==> src/rtl/rps_pkg.sv <==
// Shared move encodings, round results and controller states for the rock-paper-scissors match logic.
package rps_pkg;

   localparam logic [2:0] MOVE_SCISSORS = 3'b001;
   localparam logic [2:0] MOVE_ROCK     = 3'b010;
   localparam logic [2:0] MOVE_PAPER    = 3'b100;

   typedef enum logic [1:0] {
      TIE   = 2'b00,
      A_WIN = 2'b01,
      B_WIN = 2'b10,
      VOID  = 2'b11
   } res_e;

   typedef enum logic [2:0] {
      IDLE    = 3'd0,
      COLLECT = 3'd1,
      JUDGE   = 3'd2,
      REPORT  = 3'd3,
      DONE    = 3'd4
   } state_e;

   // Only the three defined one-hot codes count as playable moves
   function automatic logic is_onehot3(input logic [2:0] m);
      return (m == MOVE_SCISSORS) || (m == MOVE_ROCK) || (m == MOVE_PAPER);
   endfunction

endpackage

==> src/rtl/rps_match_controller_if.sv <==
// Player-facing handshake and score/status bundle of the match controller.
interface rps_match_controller_if #(
   parameter int WIN_TARGET = 2
);

   localparam int SW = $clog2(WIN_TARGET + 1);

   logic          start;
   logic          a_valid;
   logic [2:0]    a_move;
   logic          a_ready;
   logic          b_valid;
   logic [2:0]    b_move;
   logic          b_ready;
   logic          round_done;
   logic [1:0]    round_result;
   logic [SW-1:0] score_a;
   logic [SW-1:0] score_b;
   logic          busy;
   logic          match_done;
   logic [1:0]    match_winner;

   modport master (
      output start, a_valid, a_move, b_valid, b_move,
      input  a_ready, b_ready, round_done, round_result,
             score_a, score_b, busy, match_done, match_winner
   );

   modport slave (
      input  start, a_valid, a_move, b_valid, b_move,
      output a_ready, b_ready, round_done, round_result,
             score_a, score_b, busy, match_done, match_winner
   );

endinterface

==> src/rtl/rps_judge.sv <==
// Combinational round referee: turns the two captured moves into a tie/win/void verdict.
module rps_judge
   import rps_pkg::*;
(
   input  logic [2:0] aMove,
   input  logic [2:0] bMove,
   input  logic       aVld,
   input  logic       bVld,
   output res_e       result
);

   function automatic logic checkTie(input logic [2:0] x, input logic [2:0] y);
      return x == y;
   endfunction

   logic aOk;
   logic bOk;
   logic aBeats;

   // With this one-hot order each move beats the one rotated one place below it,
   // and a missing or illegal move hands the round to a legal opponent
   always_comb begin
      aOk    = aVld && is_onehot3(aMove);
      bOk    = bVld && is_onehot3(bMove);
      aBeats = (aMove == {bMove[1:0], bMove[2]});
      result = VOID;
      if (aOk && bOk) begin
         if (checkTie(aMove, bMove)) begin
            result = TIE;
         end else if (aBeats) begin
            result = A_WIN;
         end else begin
            result = B_WIN;
         end
      end else if (aOk) begin
         result = A_WIN;
      end else if (bOk) begin
         result = B_WIN;
      end
   end

endmodule

==> src/rtl/rps_match_controller.sv <==
// Match sequencer: collects one move per player each round, judges it, keeps score
// and declares the winner once a player reaches WIN_TARGET round wins.
module rps_match_controller
   import rps_pkg::*;
#(
   parameter int WIN_TARGET  = 2,
   parameter int TIMEOUT_CYC = 255
)
(
   input logic                 clk,
   input logic                 rst,
   rps_match_controller_if.slave bus
);

   localparam int SW = $clog2(WIN_TARGET + 1);
   localparam int TW = (TIMEOUT_CYC > 1) ? $clog2(TIMEOUT_CYC) : 1;
   localparam logic [SW-1:0] SCORE_MAX  = SW'(WIN_TARGET);
   localparam logic [TW-1:0] TIMER_LAST = TW'(TIMEOUT_CYC - 1);

   state_e        state;
   logic          aCap;
   logic          bCap;
   logic [2:0]    aMoveReg;
   logic [2:0]    bMoveReg;
   logic [TW-1:0] timer;
   logic [SW-1:0] scoreA;
   logic [SW-1:0] scoreB;
   res_e          roundResult;
   logic          roundDone;
   logic          aReady;
   logic          bReady;
   logic          busy;
   logic          matchDone;
   logic [1:0]    matchWinner;
   res_e          judgeRes;
   logic          aTake;
   logic          bTake;

   assign aTake = bus.a_valid && aReady;
   assign bTake = bus.b_valid && bReady;

   rps_judge judgeInst (
      .aMove  (aMoveReg),
      .bMove  (bMoveReg),
      .aVld   (aCap),
      .bVld   (bCap),
      .result (judgeRes)
   );

   // Whole controller in one registered FSM; every output is a flop so players
   // and the display logic never see combinational glitches
   always_ff @(posedge clk) begin
      if (rst) begin
         state       <= IDLE;
         aCap        <= 1'b0;
         bCap        <= 1'b0;
         aMoveReg    <= '0;
         bMoveReg    <= '0;
         timer       <= '0;
         scoreA      <= '0;
         scoreB      <= '0;
         roundResult <= TIE;
         roundDone   <= 1'b0;
         aReady      <= 1'b0;
         bReady      <= 1'b0;
         busy        <= 1'b0;
         matchDone   <= 1'b0;
         matchWinner <= 2'b00;
      end else begin
         roundDone <= 1'b0;
         case (state)
            IDLE, DONE: begin
               if (bus.start) begin
                  state       <= COLLECT;
                  aCap        <= 1'b0;
                  bCap        <= 1'b0;
                  aMoveReg    <= '0;
                  bMoveReg    <= '0;
                  timer       <= '0;
                  scoreA      <= '0;
                  scoreB      <= '0;
                  aReady      <= 1'b1;
                  bReady      <= 1'b1;
                  busy        <= 1'b1;
                  matchDone   <= 1'b0;
                  matchWinner <= 2'b00;
               end
            end
            COLLECT: begin
               if (aTake) begin
                  aCap     <= 1'b1;
                  aMoveReg <= bus.a_move;
                  aReady   <= 1'b0;
               end
               if (bTake) begin
                  bCap     <= 1'b1;
                  bMoveReg <= bus.b_move;
                  bReady   <= 1'b0;
               end
               // A capture landing on the last allowed cycle still counts in the verdict
               if (((aCap || aTake) && (bCap || bTake)) || (timer == TIMER_LAST)) begin
                  state  <= JUDGE;
                  aReady <= 1'b0;
                  bReady <= 1'b0;
               end else begin
                  timer <= timer + TW'(1);
               end
            end
            JUDGE: begin
               roundResult <= judgeRes;
               roundDone   <= 1'b1;
               if ((judgeRes == A_WIN) && (scoreA != SCORE_MAX)) begin
                  scoreA <= scoreA + SW'(1);
               end
               if ((judgeRes == B_WIN) && (scoreB != SCORE_MAX)) begin
                  scoreB <= scoreB + SW'(1);
               end
               state <= REPORT;
            end
            REPORT: begin
               if ((scoreA == SCORE_MAX) || (scoreB == SCORE_MAX)) begin
                  state       <= DONE;
                  busy        <= 1'b0;
                  matchDone   <= 1'b1;
                  matchWinner <= (scoreA == SCORE_MAX) ? 2'b01 : 2'b10;
               end else begin
                  state    <= COLLECT;
                  aCap     <= 1'b0;
                  bCap     <= 1'b0;
                  aMoveReg <= '0;
                  bMoveReg <= '0;
                  timer    <= '0;
                  aReady   <= 1'b1;
                  bReady   <= 1'b1;
               end
            end
            default: begin
               state <= IDLE;
            end
         endcase
      end
   end

   assign bus.a_ready      = aReady;
   assign bus.b_ready      = bReady;
   assign bus.round_done   = roundDone;
   assign bus.round_result = roundResult;
   assign bus.score_a      = scoreA;
   assign bus.score_b      = scoreB;
   assign bus.busy         = busy;
   assign bus.match_done   = matchDone;
   assign bus.match_winner = matchWinner;

endmodule
==> src/flat_wrapper.sv <==
// flat-port wrapper written by rule: the top's interface ports become plain ports
module rps_match_controller_flat import rps_pkg::*;
#(
   parameter int WIN_TARGET  = 2,
   parameter int TIMEOUT_CYC = 255
)
  (clk, rst, bus_start, bus_a_valid, bus_a_move, bus_b_valid, bus_b_move, bus_a_ready, bus_b_ready, bus_round_done, bus_round_result, bus_score_a, bus_score_b, bus_busy, bus_match_done, bus_match_winner);
  rps_match_controller_if #(.WIN_TARGET(WIN_TARGET)) bus_i ();
  input logic clk;
  input logic rst;
  input wire logic [$bits(bus_i.start)-1:0] bus_start;
  input wire logic [$bits(bus_i.a_valid)-1:0] bus_a_valid;
  input wire logic [$bits(bus_i.a_move)-1:0] bus_a_move;
  input wire logic [$bits(bus_i.b_valid)-1:0] bus_b_valid;
  input wire logic [$bits(bus_i.b_move)-1:0] bus_b_move;
  output wire logic [$bits(bus_i.a_ready)-1:0] bus_a_ready;
  output wire logic [$bits(bus_i.b_ready)-1:0] bus_b_ready;
  output wire logic [$bits(bus_i.round_done)-1:0] bus_round_done;
  output wire logic [$bits(bus_i.round_result)-1:0] bus_round_result;
  output wire logic [$bits(bus_i.score_a)-1:0] bus_score_a;
  output wire logic [$bits(bus_i.score_b)-1:0] bus_score_b;
  output wire logic [$bits(bus_i.busy)-1:0] bus_busy;
  output wire logic [$bits(bus_i.match_done)-1:0] bus_match_done;
  output wire logic [$bits(bus_i.match_winner)-1:0] bus_match_winner;
  assign bus_i.start = bus_start;
  assign bus_i.a_valid = bus_a_valid;
  assign bus_i.a_move = bus_a_move;
  assign bus_i.b_valid = bus_b_valid;
  assign bus_i.b_move = bus_b_move;
  assign bus_a_ready = bus_i.a_ready;
  assign bus_b_ready = bus_i.b_ready;
  assign bus_round_done = bus_i.round_done;
  assign bus_round_result = bus_i.round_result;
  assign bus_score_a = bus_i.score_a;
  assign bus_score_b = bus_i.score_b;
  assign bus_busy = bus_i.busy;
  assign bus_match_done = bus_i.match_done;
  assign bus_match_winner = bus_i.match_winner;
  rps_match_controller #(.WIN_TARGET(WIN_TARGET), .TIMEOUT_CYC(TIMEOUT_CYC)) u_core (.clk(clk), .rst(rst), .bus(bus_i));
endmodule
==> config.mk <==
export PLATFORM = sky130hd
export DESIGN_NAME = rps_match_controller_flat
export DESIGN_NICKNAME = d
export VERILOG_FILES = /design/src/rtl/rps_pkg.sv /design/src/rtl/rps_match_controller_if.sv /design/src/rtl/rps_judge.sv /design/src/rtl/rps_match_controller.sv /design/src/flat_wrapper.sv
export SDC_FILE = /design/constraint.sdc
export NUM_CORES = 1
export LEC_CHECK = 0
export ABC_AREA = 1
export CAP_MARGIN = 20
export CELL_PAD_IN_SITES_DETAIL_PLACEMENT = 1
export CELL_PAD_IN_SITES_GLOBAL_PLACEMENT = 2
export CORE_ASPECT_RATIO = 1.75
export CORE_MARGIN = 2
export CORE_UTILIZATION = 27
export DETAILED_ROUTE_END_ITERATION = 16
export PLACE_DENSITY = 0.85
export RECOVER_POWER = 100
export SYNTH_ARGS = -nofsm -noshare
export SYNTH_HDL_FRONTEND = slang
export SYNTH_SLANG_ARGS = --single-unit
==> constraint.sdc <==
create_clock -name clk -period 1.4 [get_ports clk]
set_clock_uncertainty 0.2 [all_clocks]
set_input_delay 0.28 -clock clk [delete_from_list [all_inputs] [get_ports clk]]
set_output_delay 0.28 -clock clk [all_outputs]
set_load 0.005 [all_outputs]
==> results.toml <==
[detailed_routing]
avgViaCountPerCell = 4.69
drt-pass1-iter-count = 4
ant_nets = 0
route.detailed.drc = 0
vias = 1974
drt_wl_total_um = 6360
routedWlPerCell_um = 15.1
drt_iter0_markers = 39

[critical_path]
cp_slowest_cell = "dfxtp_4"
required_ns = 1.43
critPathLaunchType = "flip-flop"
slowest_delay_ns = 0.36
crit_path_frequent_cell = "nand2_1"
cpLargestDelayFamily = "simple AND/OR/NAND/NOR gates"
setup.worst_path.class = "reg2reg"
cp-end-kind = "flip-flop"
cp.buffers_inverters = 1
critPathMaxFanout = 5
crit_chain = "buf_6 -> o21ai_2 -> nand4_1 -> nor2_2 -> nand2_2 -> nor2_1 -> nand2_1 -> nand2_1 -> nand2_1 -> nor2_1"
arrival_ns = 1.66

[finish]
fin_util_pct = 50.6
drive_gt1_share_pct = 60.1
fin_area_mm2 = 0.00310
area_growth_syn_to_layout_pct = 83.2
nets = 355
final_cells = 421
antenna_cells = 0

[timing]
post-route-period-util_pct = 117
fin_crit_ns = 1.63
fmaxAchievable_mhz = 612
report.final.slew_viol_count = 0
worst_slew_pin_slew_ns = 0.371
rsz0062_at_grt = "yes"
finalSetupViolCount = 30
setup_ws_ns = -0.234
hold_viol_final = 0
fin_hold_ws_ns = 0.258
relSlewSlack_pct = 75.2

[die]
rows = 38
die_area_mm2 = 0.00694
num_io_pins = 24
die_w_um = 63.9
die_h_um = 109
core-area_mm2 = 0.00613
initial_core_util_pct = 27.6

[place]
dp_hpwl_um = 4110
port-buffer-count = 23
dp.cells = 396
placed_cell_area_mm2 = 0.00243
place_congestion = 0.796

[logic_synthesis]
synth_cell_types = 27
synth_fp_nets = 264
ys_seq_area_share_pct = 37.8
synth_edf_count = 0
syn_area_per_cell_um2 = 6.80
synthFlopType = "dfxtp_1"
synth-seq-cells = 32
netlist_area_mm2 = 0.00169
async_flop_share_pct = 0
ys_warn_count = 0
synthCells = 249

[clock_tree]
cts_buffer_depth = 2
cts_max_level = 2
cts_tree = "yes"
cts.reportedPaths.clkPinSlew_ns = 0.07
root_buffer = "clkbuf_8"
clock_latency_ns = 0.29
cts.sinks = 32
cts_buffers = 5

[power]
p_sw_share_pct = 34.6
power_leakage_nw = 1.34
clockPowerShare_pct = 27.9
peakVddDrop_uv = 435
p_int_mw = 1.80
power_frac_comb_pct = 34.9
cellPowerDensity_mw_per_mm2 = 889
seqPwrFrac_pct = 37.1
power_mw = 2.76
p_sw_mw = 0.954

[grt]
grt_max_degree = 22
grt_pass1_vias = 2055
grtUsageTotal_pct = 17.6
grt_overflow = 0
antenna_found_initial = 0
grt_pass1_wl_um = 9270

[flow_run]
drv_cap = 0

[status]
status = "finished, violations left"
violations = "negative setup slack"

[worst_hold_path]
hp-class = "reg2reg"
==> cell type report <==
cell class,count,area (um2)
Fill cell,734,3030
Multi-Input combinational cell,188,1380
Timing Repair Buffer,86,711
Sequential cell,32,692
Inverter,27,131
Tap cell,80,100
Clock buffer,8,90.1
==> through the flow <==
step | TNS, ns | setup WS, ns
2_1_floorplan | -0.982 | -0.0835
3_3_place_gp | -9.92 | -0.436
3_5_place_dp | -10.90 | -0.460
4_1_cts | -4.46 | -0.222
5_1_grt | -7.52 | -0.384
6_report | -4.68 | -0.234
==> metal layers <==
metal | GRT usage (%) | share of wire, % | vias to the layer above
met4 | 8.39 | 2.2 | 0
met5 | 0 | 0 | -
met3 | 2.68 | 1.7 | 12
li1 | - | - | 983
met2 | 36.8 | 61 | 26
met1 | 15.6 | 35 | 953
==> timing repair <==
item | in CTS | in global routing
resized for setup | 97 | 79
gates cloned | 1 | 0
buffers inserted | 10 | 9
endpoints found under the setup margin | 44 | 31
hold buffers | 0 | 0
pin swaps | 21 | 38
==> final timing paths <==
kind	from	endpoint	slack, ns	cells past startpoint
max reg2reg	u_core.aMoveReg[0]$_SDFFE_PP0P_	u_core.bus.score_a[0]$_SDFFE_PP0P_	-0.23	10
min reg2reg	u_core.bus.match_winner[0]$_SDFFE_PP0P_	u_core.bus.match_winner[0]$_SDFFE_PP0P_	0.26	2
min	u_core.bus.match_winner[0]$_SDFFE_PP0P_	u_core.bus.match_winner[0]$_SDFFE_PP0P_	0.26	2
max	u_core.aMoveReg[0]$_SDFFE_PP0P_	u_core.bus.score_a[0]$_SDFFE_PP0P_	-0.23	10
==> cell usage after synthesis, types with 2 or more instances <==
cell type,instances,area [um2]
a21oi_1,29,145
clkbuf_1,2,7.51
dfxtp_1,32,641
ha_1,4,50.1
inv_1,23,86.3
inv_4,2,12.5
nand2_1,73,274
nand2_2,6,37.5
nand3_1,16,80.1
nand4_1,3,18.8
nor2_1,24,90.1
nor2_2,5,31.3
nor2_4,2,22.5
o211ai_1,2,15.0
o21ai_0,3,15.0
o21ai_1,3,15.0
o21ai_2,2,17.5
or2_2,3,18.8
xnor2_1,4,35.0
xor2_1,4,35.0
==> layout by cell type (no fill, tap or decap), types with 6 or more instances in the layout <==
cell	n
buf_4	55
nand2_1	47
nand2_2	19
dfxtp_2	17
a21oi_2	16
nand2_4	13
nor2_4	13
inv_1	12
a21oi_1	12
nor2_1	12
inv_2	10
clkdlybuf4s50_1	9
dlygate4sd2_1	9
buf_6	9
nand3_1	8
dfxtp_4	8
nand3_2	7
dfxtp_1	7
nor2_2	6
clkbuf_8	6
==> flip-flops by register name (all words and copies together) (netlist names) <==
name	cells
u_core.aCap	1
u_core.aMoveReg	3
u_core.bCap	1
u_core.bMoveReg	3
u_core.bus.a_ready	1
u_core.bus.b_ready	1
u_core.bus.busy	1
u_core.bus.match_done	1
u_core.bus.match_winner	2
u_core.bus.round_done	1
u_core.bus.round_result	2
u_core.bus.score_a	2
u_core.bus.score_b	2
u_core.state	3
u_core.timer	8
==> tightest hold or removal path, cell delays in order, from the launching register on <==
cell and delay, ns:
dfxtp_2 0.32, nand2_1 0.05, a21oi_1 0.05
==> cells by family after synthesis <==
kind of cell	Yosys count	synth area share, %
AO/OA/AOI/OAI	41	13.1
buffers and inverters	30	7.17
AND/OR/NAND/NOR	134	34.8
XOR/XNOR	8	4.14
adder cells (fa/ha/maj)	4	2.96
flip-flops	32	37.8
==> power groups by stage <==
stage	registers, mW	clock network, mW	logic, mW
floorplan	1.03	0	0.334
global placement	1.03	0	0.664
detailed placement	1.03	0	0.687
CTS	1.02	0.795	0.818
global route	1.03	0.817	1.05
finish	1.02	0.770	0.963
Note: power is estimated with default switching activity, not from simulation.
